## src/rtl/fetch_pkg.sv

```systemverilog
// Shared types and helpers for the fetch queue.
//   DefaultPcW / DefaultIrW : default PC and instruction widths
//   fetch_entry_t           : one {pc, ir} pair at the default widths
//   ptr_add                 : circular pointer advance for any (non power-of-two) depth
package fetch_pkg;

  localparam int unsigned DefaultPcW = 32;
  localparam int unsigned DefaultIrW = 32;

  typedef struct packed {
    logic [DefaultPcW-1:0] pc;
    logic [DefaultIrW-1:0] ir;
  } fetch_entry_t;

  // Compare-and-subtract wrap; callers guarantee inc <= depth so one subtract suffices.
  function automatic int unsigned ptr_add(int unsigned ptr, int unsigned inc,
                                          int unsigned depth);
    int unsigned sum;
    sum = ptr + inc;
    if (sum >= depth) sum = sum - depth;
    return sum;
  endfunction

endpackage

```

## src/rtl/fq_popcount.sv

```systemverilog
// Population count of a small lane mask.
//   mask_i : lane mask (W bits)
//   cnt_o  : number of set bits
module fq_popcount #(
  parameter int unsigned W = 2
) (
  input  logic [W-1:0]             mask_i,
  output logic [$clog2(W+1)-1:0]   cnt_o
);

  localparam int unsigned CntW = $clog2(W + 1);

  always_comb begin
    cnt_o = '0;
    for (int unsigned i = 0; i < W; i++) begin
      cnt_o = cnt_o + CntW'(mask_i[i]);
    end
  end

endmodule

```

## src/rtl/fetch_queue.sv

```systemverilog
// Instruction buffer between fetch (IF2) and decode (ID1).
//   clk, rstn          : clock, asynchronous active-low reset
//   in_valid/pc/ir     : up to IN_W prefix-contiguous {pc, ir} pairs per cycle
//   stall_icache       : masks the whole enqueue group
//   flush              : empties the queue; overrides all other inputs
//   out_take           : number of presented entries consumed this cycle
//   out_valid/pc/ir    : oldest OUT_W entries, first-word-fall-through
//   almost_full        : registered, count >= DEPTH-AF_MARGIN
//   count              : occupancy
//   overflow_err       : sticky, set when an enqueue group is dropped
module fetch_queue
  import fetch_pkg::*;
#(
  parameter int unsigned DEPTH     = 16,
  parameter int unsigned IN_W      = 2,
  parameter int unsigned OUT_W     = 2,
  parameter int unsigned PC_W      = DefaultPcW,
  parameter int unsigned IR_W      = DefaultIrW,
  parameter int unsigned AF_MARGIN = 6
) (
  input  logic                         clk,
  input  logic                         rstn,
  input  logic [IN_W-1:0]              in_valid,
  input  logic [IN_W*PC_W-1:0]         in_pc,
  input  logic [IN_W*IR_W-1:0]         in_ir,
  input  logic                         stall_icache,
  input  logic                         flush,
  input  logic [$clog2(OUT_W+1)-1:0]   out_take,
  output logic [OUT_W-1:0]             out_valid,
  output logic [OUT_W*PC_W-1:0]        out_pc,
  output logic [OUT_W*IR_W-1:0]        out_ir,
  output logic                         almost_full,
  output logic [$clog2(DEPTH+1)-1:0]   count,
  output logic                         overflow_err
);

  localparam int unsigned PW = (DEPTH > 1) ? $clog2(DEPTH) : 1;
  localparam int unsigned CW = $clog2(DEPTH + 1);
  localparam int unsigned IW = $clog2(IN_W + 1);
  localparam int unsigned OW = $clog2(OUT_W + 1);

  logic [PC_W-1:0] mem_pc_q [DEPTH];
  logic [IR_W-1:0] mem_ir_q [DEPTH];

  logic [PW-1:0] head_q, head_d, tail_q, tail_d;
  logic [CW-1:0] count_q, count_d;
  logic          af_q, af_d, ovf_q, ovf_d;

  logic [IN_W-1:0] in_mask;
  logic [IW-1:0]   n_in;
  logic [OW-1:0]   n_avail, n_out;
  logic [CW:0]     post_occ;
  logic            space_ok, do_write;
  logic [PW-1:0]   rd_slot [OUT_W];
  logic [PW-1:0]   wr_slot [IN_W];

  assign in_mask = in_valid & ~{IN_W{stall_icache}};

  fq_popcount #(.W(IN_W)) u_pop_in (
    .mask_i (in_mask),
    .cnt_o  (n_in)
  );

  // Presented entries, read straight from storage (no bypass).
  always_comb begin
    for (int unsigned i = 0; i < OUT_W; i++) begin
      rd_slot[i]                 = PW'(ptr_add(32'(tail_q), i, DEPTH));
      out_valid[i]               = 32'(count_q) > i;
      out_pc[i*PC_W +: PC_W]     = mem_pc_q[rd_slot[i]];
      out_ir[i*IR_W +: IR_W]     = mem_ir_q[rd_slot[i]];
    end
  end

  fq_popcount #(.W(OUT_W)) u_pop_out (
    .mask_i (out_valid),
    .cnt_o  (n_avail)
  );

  assign n_out    = (out_take > n_avail) ? n_avail : out_take;
  // Space is judged after this cycle's dequeue, so full + take + enqueue is legal.
  assign post_occ = {1'b0, count_q} - (CW+1)'(n_out) + (CW+1)'(n_in);
  assign space_ok = post_occ <= (CW+1)'(DEPTH);
  assign do_write = !flush && space_ok;

  always_comb begin
    head_d  = head_q;
    tail_d  = tail_q;
    count_d = count_q;
    af_d    = af_q;
    ovf_d   = ovf_q;
    if (flush) begin
      head_d  = '0;
      tail_d  = '0;
      count_d = '0;
      af_d    = 1'b0;
    end else begin
      tail_d = PW'(ptr_add(32'(tail_q), 32'(n_out), DEPTH));
      if (space_ok) begin
        head_d  = PW'(ptr_add(32'(head_q), 32'(n_in), DEPTH));
        count_d = post_occ[CW-1:0];
      end else begin
        // Whole group dropped; the dequeue still proceeds.
        count_d = count_q - CW'(n_out);
        ovf_d   = 1'b1;
      end
      af_d = count_d >= CW'(DEPTH - AF_MARGIN);
    end
  end

  always_ff @(posedge clk or negedge rstn) begin
    if (!rstn) begin
      head_q  <= '0;
      tail_q  <= '0;
      count_q <= '0;
      af_q    <= 1'b0;
      ovf_q   <= 1'b0;
    end else begin
      head_q  <= head_d;
      tail_q  <= tail_d;
      count_q <= count_d;
      af_q    <= af_d;
      ovf_q   <= ovf_d;
    end
  end

  always_comb begin
    for (int unsigned i = 0; i < IN_W; i++) begin
      wr_slot[i] = PW'(ptr_add(32'(head_q), i, DEPTH));
    end
  end

  // Storage is deliberately not reset.
  always_ff @(posedge clk) begin
    for (int unsigned i = 0; i < IN_W; i++) begin
      if (do_write && (i < 32'(n_in))) begin
        mem_pc_q[wr_slot[i]] <= in_pc[i*PC_W +: PC_W];
        mem_ir_q[wr_slot[i]] <= in_ir[i*IR_W +: IR_W];
      end
    end
  end

  assign almost_full  = af_q;
  assign count        = count_q;
  assign overflow_err = ovf_q;

endmodule

```

## config.mk

```make
export PLATFORM = sky130hd
export DESIGN_NAME = fetch_queue
export DESIGN_NICKNAME = d
export VERILOG_FILES = /design/src/rtl/fetch_pkg.sv /design/src/rtl/fq_popcount.sv /design/src/rtl/fetch_queue.sv
export SDC_FILE = /design/constraint.sdc
export NUM_CORES = 2
export LEC_CHECK = 0
export CORE_MARGIN = 3
export CORE_UTILIZATION = 47
export DETAILED_ROUTE_END_ITERATION = 16
export PLACE_DENSITY = 0.7
export SETUP_SLACK_MARGIN = 0.1
export SLEW_MARGIN = 20
export SYNTH_ARGS = -nofsm -noshare
export SYNTH_HDL_FRONTEND = slang
export SYNTH_HIERARCHICAL = 1
export SYNTH_SLANG_ARGS = --single-unit
```

## constraint.sdc

```tcl
create_clock -name clk -period 19.5 [get_ports clk]
set_input_delay 4.875 -clock clk [delete_from_list [all_inputs] [get_ports clk]]
set_output_delay 4.875 -clock clk [all_outputs]
set_load 0.01 [all_outputs]
```

==> out/results.ini <==
[status]
status = finished, final reports clean

[setup_path]
end_kind = output port
critPathLaunchType = register
cpMaxStageDelayCell = buf_4
critPathMaxFanout = 63
worstPathArrival_ns = 6.33
critPathRequiredTime_ns = 14.62
worst-setup-path-type = reg2out
path_common_cell = buf_4
worstPathCellList = buf_4, buf_4, buf_4, buf_4, mux4_2, mux4_2, clkdlybuf4s50_1
cpPeakStageDelay_ns = 0.98

[synth]
synthArstFlopShare_pct = 1.44
synthCells = 3276
synthSimpleGateAreaFrac_pct = 0.733
syn_avg_cell_area_um2 = 18.7
synthFlopType = edfxtp_1
synth-compound-area-share_pct = 0.490
yosysTopAreaCellShare_pct = 50.2
synthTopCellsByArea = edfxtp_1 (50%), mux4_2 (24%), mux2_2 (14%)
synth-seq-area-share_pct = 50.8
ys_ff_latch = 1039
ys_top_cells_by_count = edfxtp_1 (1,024), mux2_2 (780), mux4_2 (640)
muxShareOfSynthArea_pct = 43.9
synth_area_um2 = 61300
yosysWarnings = 6
yosysMostFrequentCell = edfxtp_1
synth_nets = 3438
post-synth-top-area-cell = edfxtp_1
synth-adder-area-share_pct = 0.592
ys_types = 46
yosys.area_share.xor_xnor_pct = 0.141
synth_edf_count = 1024
synth_top_family_by_area = multiplexers

[finish]
drive_above_1_share_pct = 56.7
nNetsFinal = 3509
nFillCells = 9970
stdcell_count = 5190
area_growth_pct = 12.5
fin_area_um2 = 68900

[floorplanning]
fp.dieH_um = 367
fp.dieW_um = 367
start_util_pct = 47.7
row_count = 131
dieArea_um2 = 135000
io_pins = 273
coreArea_um2 = 129000

[timing]
hold_ws_ns = 0.484
setup-violations-final = 0
worst_pin_slew_ns = 1.14
slew_viol_final = 0
setup_tns_ns = 0
fmax_ghz = 0.0892
rsz0062_at_grt = no
min_period_ns = 11.21
min_period_over_period_pct = 57.5
skew_ns = 0.0487
hold_viol_final = 0
slew_headroom_pct = 23.9

[detailed_routing]
drc_errors = 0
ant_nets = 0
dr.pass1.iters = 5
routed_wl_um = 182000
wl_per_cell_um = 35.1
drtIter0Drc = 4275
vias = 35260
routed_via_density = 6.79

[grt]
grt_busiest_layer = met2
grt_use_met2_pct = 44.3
grt_max_degree = 137
grt_pass1_vias = 37334
overflow = 0
track_usage_pct = 26.9
grt_util_met3_pct = 5.16
grt_pass1_wl_um = 266000
grtUsageMet1_pct = 36.0
antenna_found_initial = 28

[pwr]
power.density_nw_per_um2 = 121
p_leak_nw = 22.3
max-vdd-ir-drop_v = 0.000158

[placed_design]
gp_congestion = 0.802
post-dp-hpwl_um = 104000
dp_cells = 4960
port_buffers = 272
placed_cell_area_um2 = 65100

[clock_tree]
clockRootBuffer = clkbuf_16
cts_setup_buffers = 0
numCtsBuffers = 113
clk_pin_slew_ns = 0.06
hold_buffers = 0
cts_tree = yes
clock_latency_ns = 0.73
clockBufferDepth = 3
htreeDepth = 3
cts.sinks = 1039
ctsResizeCount = 0

[worst_hold_path]
min_path_type = reg2reg

[job]
cap_violations = 0

[final timing paths]
check / startpoint / to / slack [ns] / cells past startpoint
min in group asynchronous: rstn / count[0]$_DFF_PN0_ / 4.65 / 1
max: tail_q[1]$_DFF_PN0_ / out_pc[2] / 8.29 / 7
max reg2reg: count[2]$_DFF_PN0_ / mem_pc_q[15][3]$_DFFE_PP_ / 12.25 / 23
min reg2reg: overflow_err$_DFFE_PN0P_ / overflow_err$_DFFE_PN0P_ / 0.48 / 1
max in group asynchronous: rstn / tail_q[3]$_DFF_PN0_ / 14.27 / 1
min: overflow_err$_DFFE_PN0P_ / overflow_err$_DFFE_PN0P_ / 0.48 / 1
[critical path: cells and delay by family, from the launching register on]
family | cells | cell delay, ns
buffers and inverters | 5 | 3.82
flip-flops | 1 | 0.50
multiplexers | 2 | 1.15
[cells in the final DEF (no fill, tap or decap), drive strengths merged, types with 6 or more instances in the layout]
cell type      netlist  routed
bufinv               0      15
ha                  21      21
clkbuf             209     135
o21ai                7       7
nand3                7       7
a21oi               12      12
buf                182      75
nor3                11      11
nor2b               10      10
mux2              1025    1025
clkinv               0      58
or2                  6       6
dfrtp               15      15
mux4               640     640
nand2                9       9
edfxtp            1024    1024
nor2                17      17
diode                0      18
or3                  8       8
inv                 21      23
o21bai              10      10
a211oi               6       6
clkdlybuf4s50        0     272
nand2b               6       6
[routing by layer]
metal,part of all wire (%),vias up
met5,0.033,-
met4,3.3,10
met3,8.8,374
met2,50,1884
met1,38,19077
li1,-,13915
[metrics by stage]
step | setup slack (ns) | util [%] | total power [mW]
after floorplan | 6.71 | - | 4.92
after global placement | 8.43 | 50.7 | 6.15
after detailed placement | 8.42 | 50.7 | 6.18
after CTS | 8.23 | 53.6 | 8.38
after global routing | 8.04 | 53.6 | 8.64
final | 8.29 | 53.6 | 8.34
[layout make-up]
cell class / count / area (um^2) / share of cell area (%)
antenna: 18 / 45.0 / 0.0654
clock buffer: 135 / 2970 / 4.32
clock inverter: 76 / 779 / 1.13
inverter: 21 / 78.8 / 0.114
multi-input combinational: 1825 / 28400 / 41.2
sequential: 1039 / 31100 / 45.2
tap: 1729 / 2160 / 3.14
timing repair buffer: 347 / 3350 / 4.86
[registers in the layout, summed over array words and instances, names as in the netlist]
| signal | count |
|---|---|
| overflow_err | 1 |
| mem_pc_q | 512 |
| tail_q | 4 |
| mem_ir_q | 512 |
| count | 5 |
| head_q | 4 |
| almost_full | 1 |
[cells by family after synthesis]
kind of cell | count (synthesis)
AO/OA/AOI/OAI | 44
XOR/XNOR | 9
adder cells (fa/ha/maj) | 26
buffers and inverters | 412
flip-flops | 1039
multiplexers | 1665
AND/OR/NAND/NOR | 81
[power breakdown]
group          total, mW  switching, mW  internal [mW]
clock network       2.19          0.911           1.28
logic               3.56           1.69           1.87
registers           2.59         0.0657           2.52
total               8.34           2.67           5.67
Note: power is estimated with default switching activity, not from simulation.
